### config.mk
export PLATFORM = sky130hd
export DESIGN_NAME = day4_loader
export DESIGN_NICKNAME = d
export VERILOG_FILES = /design/src/rtl/day4_pkg.sv /design/src/rtl/day4_loader_dec_acc.sv /design/src/rtl/day4_loader.sv
export SDC_FILE = /design/constraint.sdc
export NUM_CORES = 1
export LEC_CHECK = 0
export ABC_AREA = 1
export CAP_MARGIN = 20
export CORE_MARGIN = 3
export CORE_UTILIZATION = 50
export CTS_BUF_LIST = sky130_fd_sc_hd__clkbuf_8
export DETAILED_ROUTE_END_ITERATION = 16
export GPL_TIMING_DRIVEN = 1
export PLACE_DENSITY = 0.8
export SYNTH_ARGS = -nofsm -noshare
export SYNTH_HDL_FRONTEND = slang
export SYNTH_HIERARCHICAL = 1
export SYNTH_SLANG_ARGS = --single-unit
### constraint.sdc
create_clock -name clk -period 3.7 [get_ports clk]
set_input_delay 0.74 -clock clk [delete_from_list [all_inputs] [get_ports clk]]
set_output_delay 0.74 -clock clk [all_outputs]
set_load 0.1 [all_outputs]
### src/rtl/day4_pkg.sv
// day4_pkg: shared constants, FSM encoding and small byte-classification
// helpers for the Day 4 ASCII loader.
package day4_pkg;

    // ASCII bytes recognised by the parser
    localparam logic [7:0] CH_DASH  = 8'h2D;
    localparam logic [7:0] CH_COMMA = 8'h2C;
    localparam logic [7:0] CH_LF    = 8'h0A;
    localparam logic [7:0] CH_CR    = 8'h0D;
    localparam logic [7:0] CH_0     = 8'h30;
    localparam logic [7:0] CH_9     = 8'h39;

    // Loader FSM states
    typedef enum logic [1:0] {
        ST_PARSE = 2'd0,
        ST_TERM  = 2'd1,
        ST_DONE  = 2'd2,
        ST_ERROR = 2'd3
    } state_t;

    // Field index within a record: start0-end0,start1-end1
    localparam logic [1:0] FLD_START0 = 2'd0;
    localparam logic [1:0] FLD_END0   = 2'd1;
    localparam logic [1:0] FLD_START1 = 2'd2;
    localparam logic [1:0] FLD_END1   = 2'd3;

    // Default geometry
    localparam int DEF_ADDR_W  = 14;
    localparam int DEF_MAX_VAL = 99;

    // Separator byte that must terminate the given field
    function automatic logic [7:0] field_sep(input logic [1:0] fld);
        logic [7:0] sep;
        case (fld)
            FLD_START0: sep = CH_DASH;
            FLD_END0:   sep = CH_COMMA;
            FLD_START1: sep = CH_DASH;
            default:    sep = CH_LF;
        endcase
        return sep;
    endfunction

    // True for ASCII '0'..'9'
    function automatic logic is_digit(input logic [7:0] c);
        return (c >= CH_0) && (c <= CH_9);
    endfunction

endpackage

### src/rtl/day4_loader_dec_acc.sv
// day4_dec_acc: decimal digit accumulator. Holds the value of the field being
// parsed, counts digits seen, and flags (combinationally) when the incoming
// digit would push the value above MAX_VAL.
module day4_dec_acc
    import day4_pkg::*;
#(
    parameter int MAX_VAL = DEF_MAX_VAL
) (
    input  logic       clk,
    input  logic       rst,
    input  logic       clr,
    input  logic       dig_en,
    input  logic [3:0] dig,
    output logic [7:0] value,
    output logic [3:0] ndig,
    output logic [7:0] next_val,
    output logic       ovf
);

    logic [10:0] prod;

    // Candidate value after shifting in the current digit, with range check
    always_comb begin
        prod     = ({3'b000, value} * 11'd10) + {7'b0000000, dig};
        next_val = prod[7:0];
        ovf      = (prod > 11'(MAX_VAL));
    end

    // Accumulator and saturating digit counter
    always_ff @(posedge clk or posedge rst) begin
        if (rst) begin
            value <= 8'd0;
            ndig  <= 4'd0;
        end else if (clr) begin
            value <= 8'd0;
            ndig  <= 4'd0;
        end else if (dig_en) begin
            value <= next_val;
            if (ndig != 4'hF) begin
                ndig <= ndig + 4'd1;
            end
        end
    end

endmodule

### src/rtl/day4_loader.sv
// day4_loader: streaming parser for "a-b,c-d" lines. Each record is written
// as four bytes (start0, end0, start1, end1); a 0x00 terminator follows the
// last record. Writes are registered (one cycle after the separator).
// Optional feature: DAY4_RANGE_CHECK_EN rejects pairs whose end < start.
module day4_loader
    import day4_pkg::*;
#(
    parameter int ADDR_W  = DEF_ADDR_W,
    parameter int MAX_VAL = DEF_MAX_VAL
) (
    input  logic              clk,
    input  logic              rst,
    input  logic              in_valid,
    input  logic [7:0]        in_data,
    input  logic              in_last,
    output logic              in_ready,
    output logic              wr_en,
    output logic [ADDR_W-1:0] wr_addr,
    output logic [7:0]        wr_data,
    output logic [15:0]       record_count,
    output logic              done,
    output logic              err
);

    state_t            state;
    state_t            state_n;
    logic [1:0]        field;
    logic [ADDR_W-1:0] addr;

    logic [7:0]        acc_val;
    logic [3:0]        acc_ndig;
    logic [7:0]        acc_next;
    logic              acc_ovf;
    logic              acc_clr;
    logic              acc_dig;

    logic              xfer;
    logic              addr_full;
    logic              range_bad_sep;
    logic              range_bad_dig;

    logic              wr_en_p0;
    logic [7:0]        wr_data_p0;
    logic              rec_wr;
    logic              rec_inc;

    day4_dec_acc #(
        .MAX_VAL (MAX_VAL)
    ) u_acc (
        .clk      (clk),
        .rst      (rst),
        .clr      (acc_clr),
        .dig_en   (acc_dig),
        .dig      (in_data[3:0]),
        .value    (acc_val),
        .ndig     (acc_ndig),
        .next_val (acc_next),
        .ovf      (acc_ovf)
    );

    // Byte acceptance is a pure function of state; held low while in reset
    assign in_ready  = (state == ST_PARSE) && !rst;
    assign xfer      = in_valid && in_ready;
    // Top slot is reserved for the terminator
    assign addr_full = (addr == {ADDR_W{1'b1}});

`ifdef DAY4_RANGE_CHECK_EN
    logic [7:0] start_q;

    // Remember the start of the current pair for the end >= start check
    always_ff @(posedge clk) begin
        if (rec_wr && !field[0]) begin
            start_q <= acc_val;
        end
    end

    assign range_bad_sep = field[0] && (acc_val < start_q);
    assign range_bad_dig = (acc_next < start_q);
`else
    assign range_bad_sep = 1'b0;
    assign range_bad_dig = 1'b0;
`endif

    // State register
    always_ff @(posedge clk or posedge rst) begin
        if (rst) begin
            state <= ST_PARSE;
        end else begin
            state <= state_n;
        end
    end

    // Next-state and write decision for the byte presented this cycle
    always_comb begin
        state_n    = state;
        wr_en_p0   = 1'b0;
        wr_data_p0 = acc_val;
        rec_wr     = 1'b0;
        rec_inc    = 1'b0;
        acc_clr    = 1'b0;
        acc_dig    = 1'b0;
        case (state)
            ST_PARSE: begin
                if (xfer) begin
                    if (is_digit(in_data)) begin
                        if (acc_ovf) begin
                            state_n = ST_ERROR;
                        end else begin
                            acc_dig = 1'b1;
                            if (in_last) begin
                                // Unterminated last record: flush end1 directly
                                if ((field == FLD_END1) && (acc_next != 8'd0) &&
                                    !addr_full && !range_bad_dig) begin
                                    wr_en_p0   = 1'b1;
                                    wr_data_p0 = acc_next;
                                    rec_wr     = 1'b1;
                                    rec_inc    = 1'b1;
                                    state_n    = ST_TERM;
                                end else begin
                                    state_n = ST_ERROR;
                                end
                            end
                        end
                    end else if (in_data == CH_CR) begin
                        if (in_last) begin
                            state_n = ((field == FLD_START0) && (acc_ndig == 4'd0)) ?
                                      ST_TERM : ST_ERROR;
                        end
                    end else if ((in_data == field_sep(field)) && (acc_ndig != 4'd0) &&
                                 (acc_val != 8'd0) && !addr_full && !range_bad_sep) begin
                        if (in_last && (field != FLD_END1)) begin
                            state_n = ST_ERROR;
                        end else begin
                            wr_en_p0 = 1'b1;
                            rec_wr   = 1'b1;
                            acc_clr  = 1'b1;
                            rec_inc  = (field == FLD_END1);
                            if (in_last) begin
                                state_n = ST_TERM;
                            end
                        end
                    end else begin
                        state_n = ST_ERROR;
                    end
                end
            end
            ST_TERM: begin
                wr_en_p0   = 1'b1;
                wr_data_p0 = 8'h00;
                state_n    = ST_DONE;
            end
            ST_DONE: begin
                state_n = ST_DONE;
            end
            ST_ERROR: begin
                state_n = ST_ERROR;
            end
            default: begin
                state_n = ST_ERROR;
            end
        endcase
    end

    // Registered write port, address/field tracking and status flags
    always_ff @(posedge clk or posedge rst) begin
        if (rst) begin
            wr_en        <= 1'b0;
            wr_addr      <= '0;
            wr_data      <= 8'd0;
            addr         <= '0;
            field        <= FLD_START0;
            record_count <= 16'd0;
            done         <= 1'b0;
            err          <= 1'b0;
        end else begin
            wr_en <= wr_en_p0;
            if (wr_en_p0) begin
                wr_addr <= addr;
                wr_data <= wr_data_p0;
            end
            if (rec_wr) begin
                addr  <= addr + {{(ADDR_W-1){1'b0}}, 1'b1};
                field <= field + 2'd1;
            end
            if (rec_inc) begin
                record_count <= record_count + 16'd1;
            end
            err  <= (state_n == ST_ERROR);
            done <= (state == ST_DONE);
        end
    end

endmodule

Word level (Yosys, flattened, before mapping)

Cells that the tools add are included.

Add/subtract/negate cells: 5
$mul: 1
Order comparisons: 3
Equal/unequal tests: 12
Mux-type cells: 51
Reduce and logical (&&, ||, !) cells: 23

Operator list:

| kind                                                                             | count |
|---|---|
| 8-bit two-way mux                                                                | 11 |
| 1-bit two-way mux                                                                | 22 |
| 2-bit two-way mux                                                                | 11 |
| 16-bit by 1-bit adder with 16-bit output, second input constant                  | 1 |
| 8-bit case mux with 2 select lines                                               | 1 |
| 8-bit nonzero test                                                               | 2 |
| 14-bit by 1-bit adder with 14-bit output, second input constant                  | 1 |
| 14-bit == test, second input constant                                            | 1 |
| 4-bit two-way mux                                                                | 3 |
| 6-bit case mux with 2 select lines                                               | 1 |
| 11-bit by 4-bit adder with 11-bit output                                         | 1 |
| 11-bit by 7-bit greater-than comparator with 1-bit output, second input constant | 1 |
| 2-bit == test, second input constant                                             | 5 |
| 1-bit logical AND                                                                | 10 |
| 8-bit by 3-bit multiplier with 10-bit output, second input constant              | 1 |
| 8-bit by 4-bit == test with 1-bit output, second input constant                  | 1 |
| 8-bit == test                                                                    | 1 |
| 8-bit by 6-bit >= comparator with 1-bit output, second input constant            | 1 |
| 8-bit by 6-bit <= comparator with 1-bit output, second input constant            | 1 |
| 2-bit case mux with 3 select lines                                               | 1 |
| 4-bit by 1-bit adder with 4-bit output, second input constant                    | 1 |
| 2-bit by 1-bit == test with 1-bit output, second input constant                  | 2 |
| 2-bit zero test                                                                  | 2 |
| 4-bit zero test                                                                  | 1 |
| 9 further kinds                                                                  | 12 |

Bits in registers: 71
Input bits: 12
Output and inout port bits: 42
Logic and storage cells: 106

Logic depth before layout (Yosys ltp)

Word-level depth: 18
Depth in mapped cells: 24
Depth with buffers taken out: 23

Hierarchy

Netlist, hierarchy kept.

By module, submodules not included:

| module       | times used | cells an instance | area an instance (µm²) | sequential area each (µm²) |
|---|---|---|---|---|
| day4_loader  | 1          | 467               | 3,435.8                | 1,476.4 |
| day4_dec_acc | 1          | 174               | 1,194.9                | 300.3 |

Worst setup path after synthesis

No wires, ideal clock.

Kind: input to register
From: input port rst
To: register u_acc.ndig[2]
Setup time: 94 ps
Arrival: 3,287 ps
Required time: 3,606 ps
Path slack: 320 ps
Stages on the path: 9
Path buffers: 1
Cells stage by stage: nor3_2 -> nand2_1 -> nor2_1 -> nand2_1 -> inv_1 -> or2_2 -> buf_2 -> a21oi_1 -> a211oi_1

Cells in the longest elaborated chain, start to end: 7

Ends and longest elaborated chain:

| item                                 | RTL line                  | text |
|---|---|---|
| start, declared                      | day4_loader.sv:12         | `input logic rst,` |
| 1-bit zero test (no source line) (*) | n/a                       |  |
| 1-bit logical AND (*)                | day4_loader.sv:62         | `assign in_ready = (state == ST_PARSE) && !rst;` |
| 1-bit logical AND (*)                | day4_loader.sv:63         | `assign xfer = in_valid && in_ready;` |
| 1-bit two-way mux (*)                | day4_loader.sv:104        | `if (xfer) begin` |
| 1-bit two-way mux (*)                | day4_loader.sv:102        | `case (state)` |
| via acc_clr                          | day4_loader.sv:34         | `logic acc_clr;` |
| 2-bit nonzero test (no source line)  | n/a                       |  |
| 2-bit AND reduction (no source line) | n/a                       |  |
| end signal, assigned                 | day4_loader_dec_acc.sv:40 | `ndig <= ndig + 4'd1;` |
| end, declared                        | day4_loader_dec_acc.sv:15 | `output logic [3:0] ndig,` |

The timed path passes the listed nets; every way through them passes the cells marked *.
A chain may end at the register's enable or synchronous reset.

Final worst setup path

From: register u_acc.value[1]
To: register wr_data[0]

RTL lines:

| item                                                                                            | RTL line                  | text |
|---|---|---|
| start, declared                                                                                 | day4_loader_dec_acc.sv:14 | `output logic [7:0] value,` |
| start signal, assigned                                                                          | day4_loader_dec_acc.sv:38 | `value <= next_val;` |
| 8-bit by 3-bit multiplier with 10-bit output (*)                                                | day4_loader_dec_acc.sv:24 | `prod = ({3'b000, value} * 11'd10) + {7'b0000000, dig};` |
| 11-bit by 4-bit adder with 11-bit output (*)                                                    | day4_loader_dec_acc.sv:24 |  |
| 11-bit by 7-bit greater-than comparator with 1-bit output (*)                                   | day4_loader_dec_acc.sv:26 | `ovf = (prod > 11'(MAX_VAL));` |
| via acc_ovf                                                                                     | day4_loader.sv:33         | `logic acc_ovf;` |
| 8-bit two-way mux / 1-bit two-way mux (equally long branches)                                   | day4_loader.sv:106        | `if (acc_ovf) begin` |
| 8-bit two-way mux / 1-bit two-way mux (equally long branches)                                   | day4_loader.sv:105        | `if (is_digit(in_data)) begin` |
| 8-bit two-way mux / 1-bit two-way mux (equally long branches)                                   | day4_loader.sv:104        |  |
| 8-bit case mux with 2 select lines / 1-bit case mux with 2 select lines (equally long branches) | day4_loader.sv:102        |  |
| end signal, assigned                                                                            | day4_loader.sv:179        | `wr_data <= wr_data_p0;` |
| end, declared                                                                                   | day4_loader.sv:19         | `output logic [7:0] wr_data,` |

Marks and branches as above.

==> qor_table.md <==
| Quantity | Value |
|:---|:---|
| Area of the placeable core | 8850 um^2 |
| Number of nets produced by synthesis | 677 |
| Share of cells above drive strength 1 | 8.82% |
| Total wire length after detailed routing | 10700 um |
| Fraction of power spent switching nets | 24.5% |
| Number of distinct library cell variants in the gate-level netlist after synthesis | 32 |
| Final worst path period share | 91.1% |
| Half-perimeter wire length after detailed placement | 8230 um |
| Maximum ir drop on the vdd rail | 0.000235 V |
| Clock buffers created by TritonCTS | 9 |
| Pin slew with the least headroom to its limit | 0.994 ns |
| Worst-case headroom to the max-slew limit | 33.5% |
| Area overhead of the layout relative to synthesis | 20.4% |
| Number of design rule violations left after detail routing | 0 |
| Overall overflow remaining after global route | 0 |
| Highest attainable clock frequency | 297 MHz |
| H-tree depth | 3 |
| Number of sinks on the clock net | 71 |
| Setup repair after global routing missed its margin | no |
| Tmin final | 3.37 ns |
| Remaining antenna violation count | 0 |
| Cell-internal power | 1200 uW |
| Initial DRC Count | 251 |
| Initial core utilization | 52.3% |
| Clock tree from TritonCTS | built |
| Most used DFF post-synth | dfrtp_1 |
| FFs w/ async S/R, synth | 100% |
| Leakage Power | 0.00285 uW |
| Post-synthesis instance area | 4630 um^2 |
| Sequential cell area fraction in the yosys report | 38.4% |
| Post-route total power | 1590 uW |
| CTS Root Buffer Type | clkbuf_8 |
| Post-synthesis cell count | 641 |
| Pin count of the biggest net entering global routing | 38 |
| Part of the power in combinational logic | 6.1% |
| Total number of yosys warnings | 6 |
| EDFF count, synth | 0 |
| # nets final | 745 |
| Synth top area share | 38.4% |
| Average detailed-routed wire length per instance | 13.1 um |
| Maximum fanout count along the critical path | 22 |
| Clock-pin slew reported for the worst setup and hold paths after clock tree synthesis | 0.09 ns |
| Vias in the first global route | 3956 |
| Post-CTS Setup Inserts | 0 |
| Clock Tree Buf Depth | 2 |
| Clock skew after layout | 0.0104 ns |
| Critical path startpoint category | register |
| Clock Latency Late Sink | 0.36 ns |
| Largest cells by area after synthesis | dfrtp_1 38%, nand2_1 17%, inv_1 7.2% |
| Number of max-cap violations | 0 |
| Min Hold Slack | 0.472 ns |
| Chip width | 102 um |
| Number of antenna diodes | 0 |
| Cell total after placement | 806 |
| Pwr/cell area | 285 nW/um^2 |
| Avg Inst Size Synth | 7.22 um^2 |
| Number of vias per cell after detailed routing | 5.13 |
| Data arrival time of the worst path | 3.62 ns |
| Share of total power in sequential cells | 49.2% |
| Required time of the critical path | 3.95 ns |
| Fill count | 796 |
| DIE AREA | 10500 um^2 |
| Run status | completed |
| Leading post-synthesis cells by instance count | 207 x nand2_1, 89 x inv_1, 71 x dfrtp_1, 62 x nor2_1, 46 x nand3_1 |
| Flops & latches, synth | 71 |
| Final Hold Violating Endpoints | 0 |
| Dominant cell by count in the synthesized netlist | nand2_1 |
| Placer's final routability congestion estimate | 0.883 |
| Hold buffer count at cts | 0 |
| Placement Rows | 34 |
| Switching Power | 390 uW |
| Path type of the worst setup path | register to register |
| Clock share of power | 44.7% |
| Final-report setup violation count | 0 |
| Library cell occupying the most area in the post-synthesis netlist | dfrtp_1 |
| Total global routing track utilization | 21.8% |
| Via total after detailed routing | 4214 |
| Number of cells upsized or downsized after cts | 0 |
| Worst Hold Class | register to register |
| Final Non-Filler Cells | 822 |
| Die Height | 102 um |
| Length of the first detailed-routing pass in iterations | 5 |
| Kind of end point of the critical path | register |
| Count of pins over their slew limit | 0 |
| Number of buffers added on ports | 53 |
| First-pass GRT wire length | 18100 um |
| Initial antenna violation count | 0 |
| I/O pin cnt | 54 |
flip-flops by register name (all words and copies together) (netlist names):
| signal | count |
|---|---|
| record_count | 16 |
| addr | 14 |
| wr_addr | 14 |
| u_acc/value | 8 |
| wr_data | 8 |
| u_acc/ndig | 4 |
| field | 2 |
| state | 2 |
| done | 1 |
| err | 1 |
| wr_en | 1 |
power groups by stage:
stage | Clock, uW | Combinational [uW] | Sequential, uW
2_1_floorplan | 0 | 49.3 | 806
3_3_place_gp | 0 | 96.1 | 797
3_5_place_dp | 0 | 97.4 | 797
4_1_cts | 725 | 97.7 | 781
5_1_grt | 756 | 109 | 782
6_report | 711 | 97.3 | 781
critical path, stage by stage, from the launching register on:
cell and delay (ns):
dfrtp_1 0.39, ha_1 0.29, ha_1 0.23, inv_1 0.07, fa_1 0.45, nor2_2 0.16
nand2_1 0.11, nor2_2 0.12, nand2_2 0.07, nand2_1 0.11, o21ai_1 0.08, nor2_1 0.10
nand3_1 0.08, inv_1 0.10, nand2_2 0.09, nor2_4 0.11, nand3_2 0.16, nand3_1 0.13
nand2_1 0.06, buf_4 0.20, nand2_1 0.09, nand2_1 0.05
final timing paths:
path,startpoint,endpoint,slack (ns),depth (start not counted)
max,u_acc/value[1],wr_data[0],0.33,21
min in group asynchronous,rst,u_acc/value[4],0.82,2
min reg2reg,wr_addr[10],wr_addr[10],0.47,2
min,wr_addr[10],wr_addr[10],0.47,2
max reg2reg,u_acc/value[1],wr_data[0],0.33,21
max in group asynchronous,rst,wr_data[2],2.12,3
kinds of logic after synthesis:
kind of cell | after synthesis | synth area share, %
fa+ha+maj | 24 | 6.81
buf+inv | 106 | 9.65
xor+xnor | 32 | 6.05
flops | 71 | 38.4
simple gates | 356 | 32.7
compound gates | 52 | 6.38
metal layers:
| layer | global-route usage, % | wire length (um) | up-vias |
|---|---|---|---|
| li1 | - | - | 2143 |
| met1 | 31.9 | 5420 | 1926 |
| met2 | 32.9 | 4710 | 132 |
| met3 | 4.23 | 533 | 13 |
| met4 | 6.16 | 72 | 0 |
| met5 | 0 | 0 | - |
cell usage in the layout, fill, tap and decap left out, types with 8 or more instances in the layout:
master,count
dfrtp_1,71
inv_1,88
xnor2_1,18
nand2_2,8
nand2_1,206
clkdlybuf4s50_1,52
nor3_1,10
ha_1,22
nand3_1,46
xor2_1,14
clkbuf_8,9
nor2_1,62
o21ai_1,27
o21ai_0,9
buf_4,15
cell type report:
class / instances / area [um^2] / share of cell area, %
sequential: 71 / 1780 / 31.9
multi-input combinational: 464 / 2410 / 43.2
inverter: 94 / 354 / 6.35
clock inverter: 7 / 103 / 1.84
tap: 108 / 135 / 2.42
timing repair buffer: 69 / 673 / 12.1
clock buffer: 9 / 124 / 2.22
through the flow:
stage | TNS, ns | utilization, % | area, um^2 | worst slack (ns)
after global placement | 0 | 60.4 | 5350 | 0.0340
after floorplan | 0 | - | 4630 | 0.320
final | 0 | 63.0 | 5580 | 0.328
after CTS | 0 | 63.0 | 5570 | 0.320
after detailed placement | -0.00863 | 60.4 | 5350 | -0.00759
after global routing | 0 | 63.0 | 5580 | 0.0174
Power figures use the tool's default switching activity.
==> RTL change 1 (config.mk and constraints unchanged) <==
Build with the macro `DAY4_RANGE_CHECK_EN` defined.
--- a/src/rtl/day4_loader.sv
+++ b/src/rtl/day4_loader.sv
@@ -4,2 +4,4 @@
 // Optional feature: DAY4_RANGE_CHECK_EN rejects pairs whose end < start.
+`define DAY4_RANGE_CHECK_EN
+
 module day4_loader
Check against the original RTL: not equivalent (Yosys sat finds a counterexample within 10 cycles, from zero or initial values and one cycle with rst high).
==> RTL change 1 against the unedited design <==
Non-clock buffer count is 8 higher; via count is 8.3% higher; fmax is 4.3% lower; global-route usage is 0.59 points lower; final area is 9.9% higher; combinational power is 8.7% lower; routed wire length is 7.8% higher; sequential cell count is 8 higher; total power is 2.2% lower; largest cell class unchanged; setup slack worse by 0.15 ns; synthesized area is 10% higher.
==> RTL change 1: results (changes against the unedited design) <==
Status
  – Status: completed

Setup path
  – Arrival @ worst endpoint: 3.56 ns (-0.06 ns)
  – Crit-path max FO: 8 (-64%)
  – Max stage delay on crit path: 0.49 ns (+0.04 ns)
  – Reg2Reg Depth: 18 (-14%)
  – R2R Setup Slk: 0.18 ns (-0.15 ns)
  – FF-to-FF End: start_q[5]$_DFFE_PP_
  – Crit path max-delay family: adder cells
  – Critical Path End: start_q[5]$_DFFE_PP_

STA
  – Period minus WS final: 3.52 ns (+0.152 ns)
  – Hold WS: 0.491 ns (+0.0185 ns)
  – Layout Skew: 0.0125 ns (+0.00213 ns)
  – Slew HR: 33.0% (-0.51 points)

Placed design
  – # placed instances: 868 (+7.7%)
  – Pre-CTS setup slack: -0.0782 ns (-0.0706 ns)
  – Area after DPL: 0.00591 mm² (+11%)
  – DP HPWL: 8930 µm (+8.5%)
  – Gp weighted congestion: 0.934 (+5.8%)

Finish
  – Fin nets: 797 (+7.0%)
  – Share of layout cells above drive strength 1: 9.04% (+0.22 points)

Synth
  – Synth area leaders: dfrtp_1 (35%), nand2_1 (14%), ha_1 (8.8%)
  – Top post-synthesis cells by count: nand2_1 (188), inv_1 (100), dfrtp_1 (71)
  – Compound-gate portion of the synthesized area: 6.07% (-0.31 points)
  – Mean post-synth cell area: 7.60 µm² (+5.2%)
  – Post-synth net total: 723 (+6.8%)
  – Xor/xnor share of the synthesized area: 5.31% (-0.74 points)
  – Seq/Total Area, Yosys: 39.5% (+1.1 points)
  – Share of synthesized registers carrying an async set or reset: 89.9% (-10 points)
  – Synth Area in Adders: 9.59% (+2.8 points)
  – EDFF count, synth: 8 (+8)
  – Unique masters post-synth: 37 (+16%)

Global route
  – Largest net degree at the start of global routing: 39 (+2.6%)
  – First-pass GRT wire length: 19900 µm (+9.7%)
  – GRT Util Overall: 21.2% (-0.59 points)
  – Vias in the first global route: 4517 (+14%)

Detailed routing
  – Routed wire length: 11600 µm (+7.8%)
  – DR vias/cell: 5.16 (+0.57%)
  – Number of DRC markers in iteration 0: 301 (+20%)
  – Avg WL per Cell: 13.1 µm (+0.13%)
  – Drt pass-1 iters: 5 (unchanged)

Power
  – Max VDD drop: 0.180 mV (-23%)
  – P_comb: 0.0000888 W (-8.7%)
  – P_leak: 3.20 nW (+13%)
  – P_seq: 0.000873 W (+12%)
  – P_sw: 0.000381 W (-2.3%)
  – Tot Pwr: 0.00155 W (-2.2%)

Clocking
  – Clock Latency Late Sink: 0.35 ns
  – Clock Path Buffers: 2 (unchanged)
  – Clock root cell: clkbuf_8

Floorplanning
  – Initial core utilization: 51.8% (-0.51 points)

Worst hold path
  – Worst Hold Depth: 1 (-1)
  – Hold Crit Endpoint: u_acc/ndig[3]$_DFFE_PP0P_
  – Min-delay src: u_acc/ndig[3]$_DFFE_PP0P_
## RTL change 1: cell count changes after synthesis, moves of 11 or more
cell	before	now
ha_1	22	36
inv_1	89	100
nand3_1	46	65
o21ai_1	27	5
o21ai_0	9	31
nand2_1	207	188
## RTL change 1: kinds of logic after synthesis
kind of cell,Yosys count
compound gates,58
simple gates,350
fa+ha+maj,38
buf+inv,117
xor+xnor,31
flops,79
## RTL change 1: repair_timing
action | CTS | global route
resized for setup | 0 | 7
endpoints found under the setup margin | 0 | 47
buffers inserted | 0 | 1
## RTL change 1: routing by layer
layer / up-vias / global-route usage (%) / share of wire (%)
met5: - / 0 / 0
met4: 0 / 5.84 / 0.75
met1: 2139 / 25.9 / 43
li1: 2294 / - / -
met2: 119 / 37.6 / 52
met3: 11 / 4.46 / 4.3
## RTL change 1: area by class of cell
type	count	area, µm²
clock buffer	10	138
clock inverter	6	43.8
timing repair buffer	77	737
sequential	79	2020
fill	826	3730
inverter	103	389
tap	133	166
multi-input combinational	477	2640
==> RTL change 2 (same flow settings) <==
Without the edit above. The 4 states of `state_t` get a one-hot encoding in 4 bits.
--- a/src/rtl/day4_pkg.sv
+++ b/src/rtl/day4_pkg.sv
@@ -13,7 +13,7 @@
     // Loader FSM states
-    typedef enum logic [1:0] {
-        ST_PARSE = 2'd0,
-        ST_TERM  = 2'd1,
-        ST_DONE  = 2'd2,
-        ST_ERROR = 2'd3
+    typedef enum logic [3:0] {
+        ST_PARSE = 4'b0001,
+        ST_TERM  = 4'b0010,
+        ST_DONE  = 4'b0100,
+        ST_ERROR = 4'b1000
     } state_t;
Check against the original RTL: no difference found for any inputs over 4 cycles, from zero or initial values and one cycle with rst high; so few cycles prove little.
==> RTL change 2 against the unedited design <==
Non-clock buffer count up 6; synthesized area rose by 11%; count of clock-buffer cells in the layout unchanged; combinational power is 2% lower; cell count rose by 10%; sequential cell count is 2 higher; setup slack got worse by 0.052 ns; final area increased by 8.8%; sequential share of layout area is 1.7 points lower; routed wire length is 9.2% higher; total power fell by 8.6%; critical endpoint is now wr_data[7]$_DFFE_PP0P_.
==> RTL change 2: results (changes against the unedited design) <==
Status
  – Status: completed

Finish
  – Share of layout cells above drive strength 1: 12.7% (+3.9 points)
  – Filler cell count: 851 (+6.9%)
  – Fin nets: 802 (+7.7%)
  – Final Non-Filler Cells: 904 (+10%)

Global route
  – Vias in the first global route: 4388 (+11%)
  – First-pass GRT wire length: 20100 µm (+11%)
  – GRT Util Overall: 21.5% (-0.27 points)

Setup path
  – Arrival @ worst endpoint: 3.66 ns (+0.04 ns)
  – Critical Path End: wr_data[7]$_DFFE_PP0P_
  – Crit-path max FO: 8 (-64%)
  – FF-to-FF End: wr_data[7]$_DFFE_PP0P_
  – R2R Setup Slk: 0.28 ns (-0.05 ns)

Placed design
  – Area after DPL: 0.00589 mm² (+10%)
  – Pre-CTS setup slack: 0.0322 ns (+0.0398 ns)
  – Gp weighted congestion: 0.895 (+1.4%)

Synth
  – Unique masters post-synth: 37 (+16%)
  – Synth area leaders: dfrtp_1 (35%), nand2_1 (15%), inv_1 (7.7%)
  – Synth Instances: 697 (+8.7%)

Power
  – Max VDD drop: 0.149 mV (-37%)
  – P_leak: 3.08 nW (+8.2%)

Detailed routing
  – Avg WL per Cell: 13.0 µm (-0.68%)
  – DR vias/cell: 5.18 (+1.0%)
  – Number of DRC markers in iteration 0: 274 (+9.2%)

STA
  – Hold WS: 0.493 ns (+0.0211 ns)
  – Final Cycle Share: 92.5% (+1.4 points)
  – Layout Skew: 0.00793 ns (-0.00247 ns)
RTL change 2: what timing repair did:
item                       4_1_cts  5_1_grt
gates resized for setup          0        2
setup endpoints to repair        0        9
buffers inserted                 0        0
RTL change 2: cell type report:
| type | count | area, µm² | share of cell area [%] |
|---|---|---|---|
| clock inverter | 7 | 45.0 | 0.743 |
| tap | 133 | 166 | 2.74 |
| timing repair buffer | 75 | 718 | 11.8 |
| multi-input combinational | 498 | 2770 | 45.7 |
| inverter | 109 | 413 | 6.81 |
| clock buffer | 9 | 124 | 2.04 |
| sequential | 73 | 1830 | 30.1 |
RTL change 2: metal layers:
metal | up-vias | part of all wire (%) | track usage, %
met4 | 0 | 1.8 | 6.76
met2 | 137 | 48 | 35.4
met1 | 2173 | 44 | 28.4
met3 | 17 | 6.0 | 4.50
met5 | - | 0 | 0
li1 | 2356 | - | -
RTL change 2: cells by family after synthesis:
group	Yosys count	share of synthesized area (%)
AO/OA/AOI/OAI	44	5.66
XOR/XNOR	29	4.95
adder cells (fa/ha/maj)	24	6.15
buffers and inverters	126	10.3
flip-flops	73	35.7
AND/OR/NAND/NOR	401	37.2
RTL change 2: critical path: cells and delay by family, from the launching register on:
kind,cells,cell delay (ns)
AOI/OAI and AO/OA,1,0.09
adders and majority gates,3,0.98
buffers and inverters,3,0.38
DFF,1,0.39
and+or+nand+nor,14,1.46
RTL change 2: report_power, final:
| part | total, W | switching (W) | internal [W] |
|---|---|---|---|
| clock | 0.000560 | 0.000318 | 0.000242 |
| sequential | 0.000797 | 0.000000189 | 0.000797 |
| combinational | 0.0000957 | 0.0000627 | 0.0000330 |
| total | 0.00145 | 0.000381 | 0.00107 |
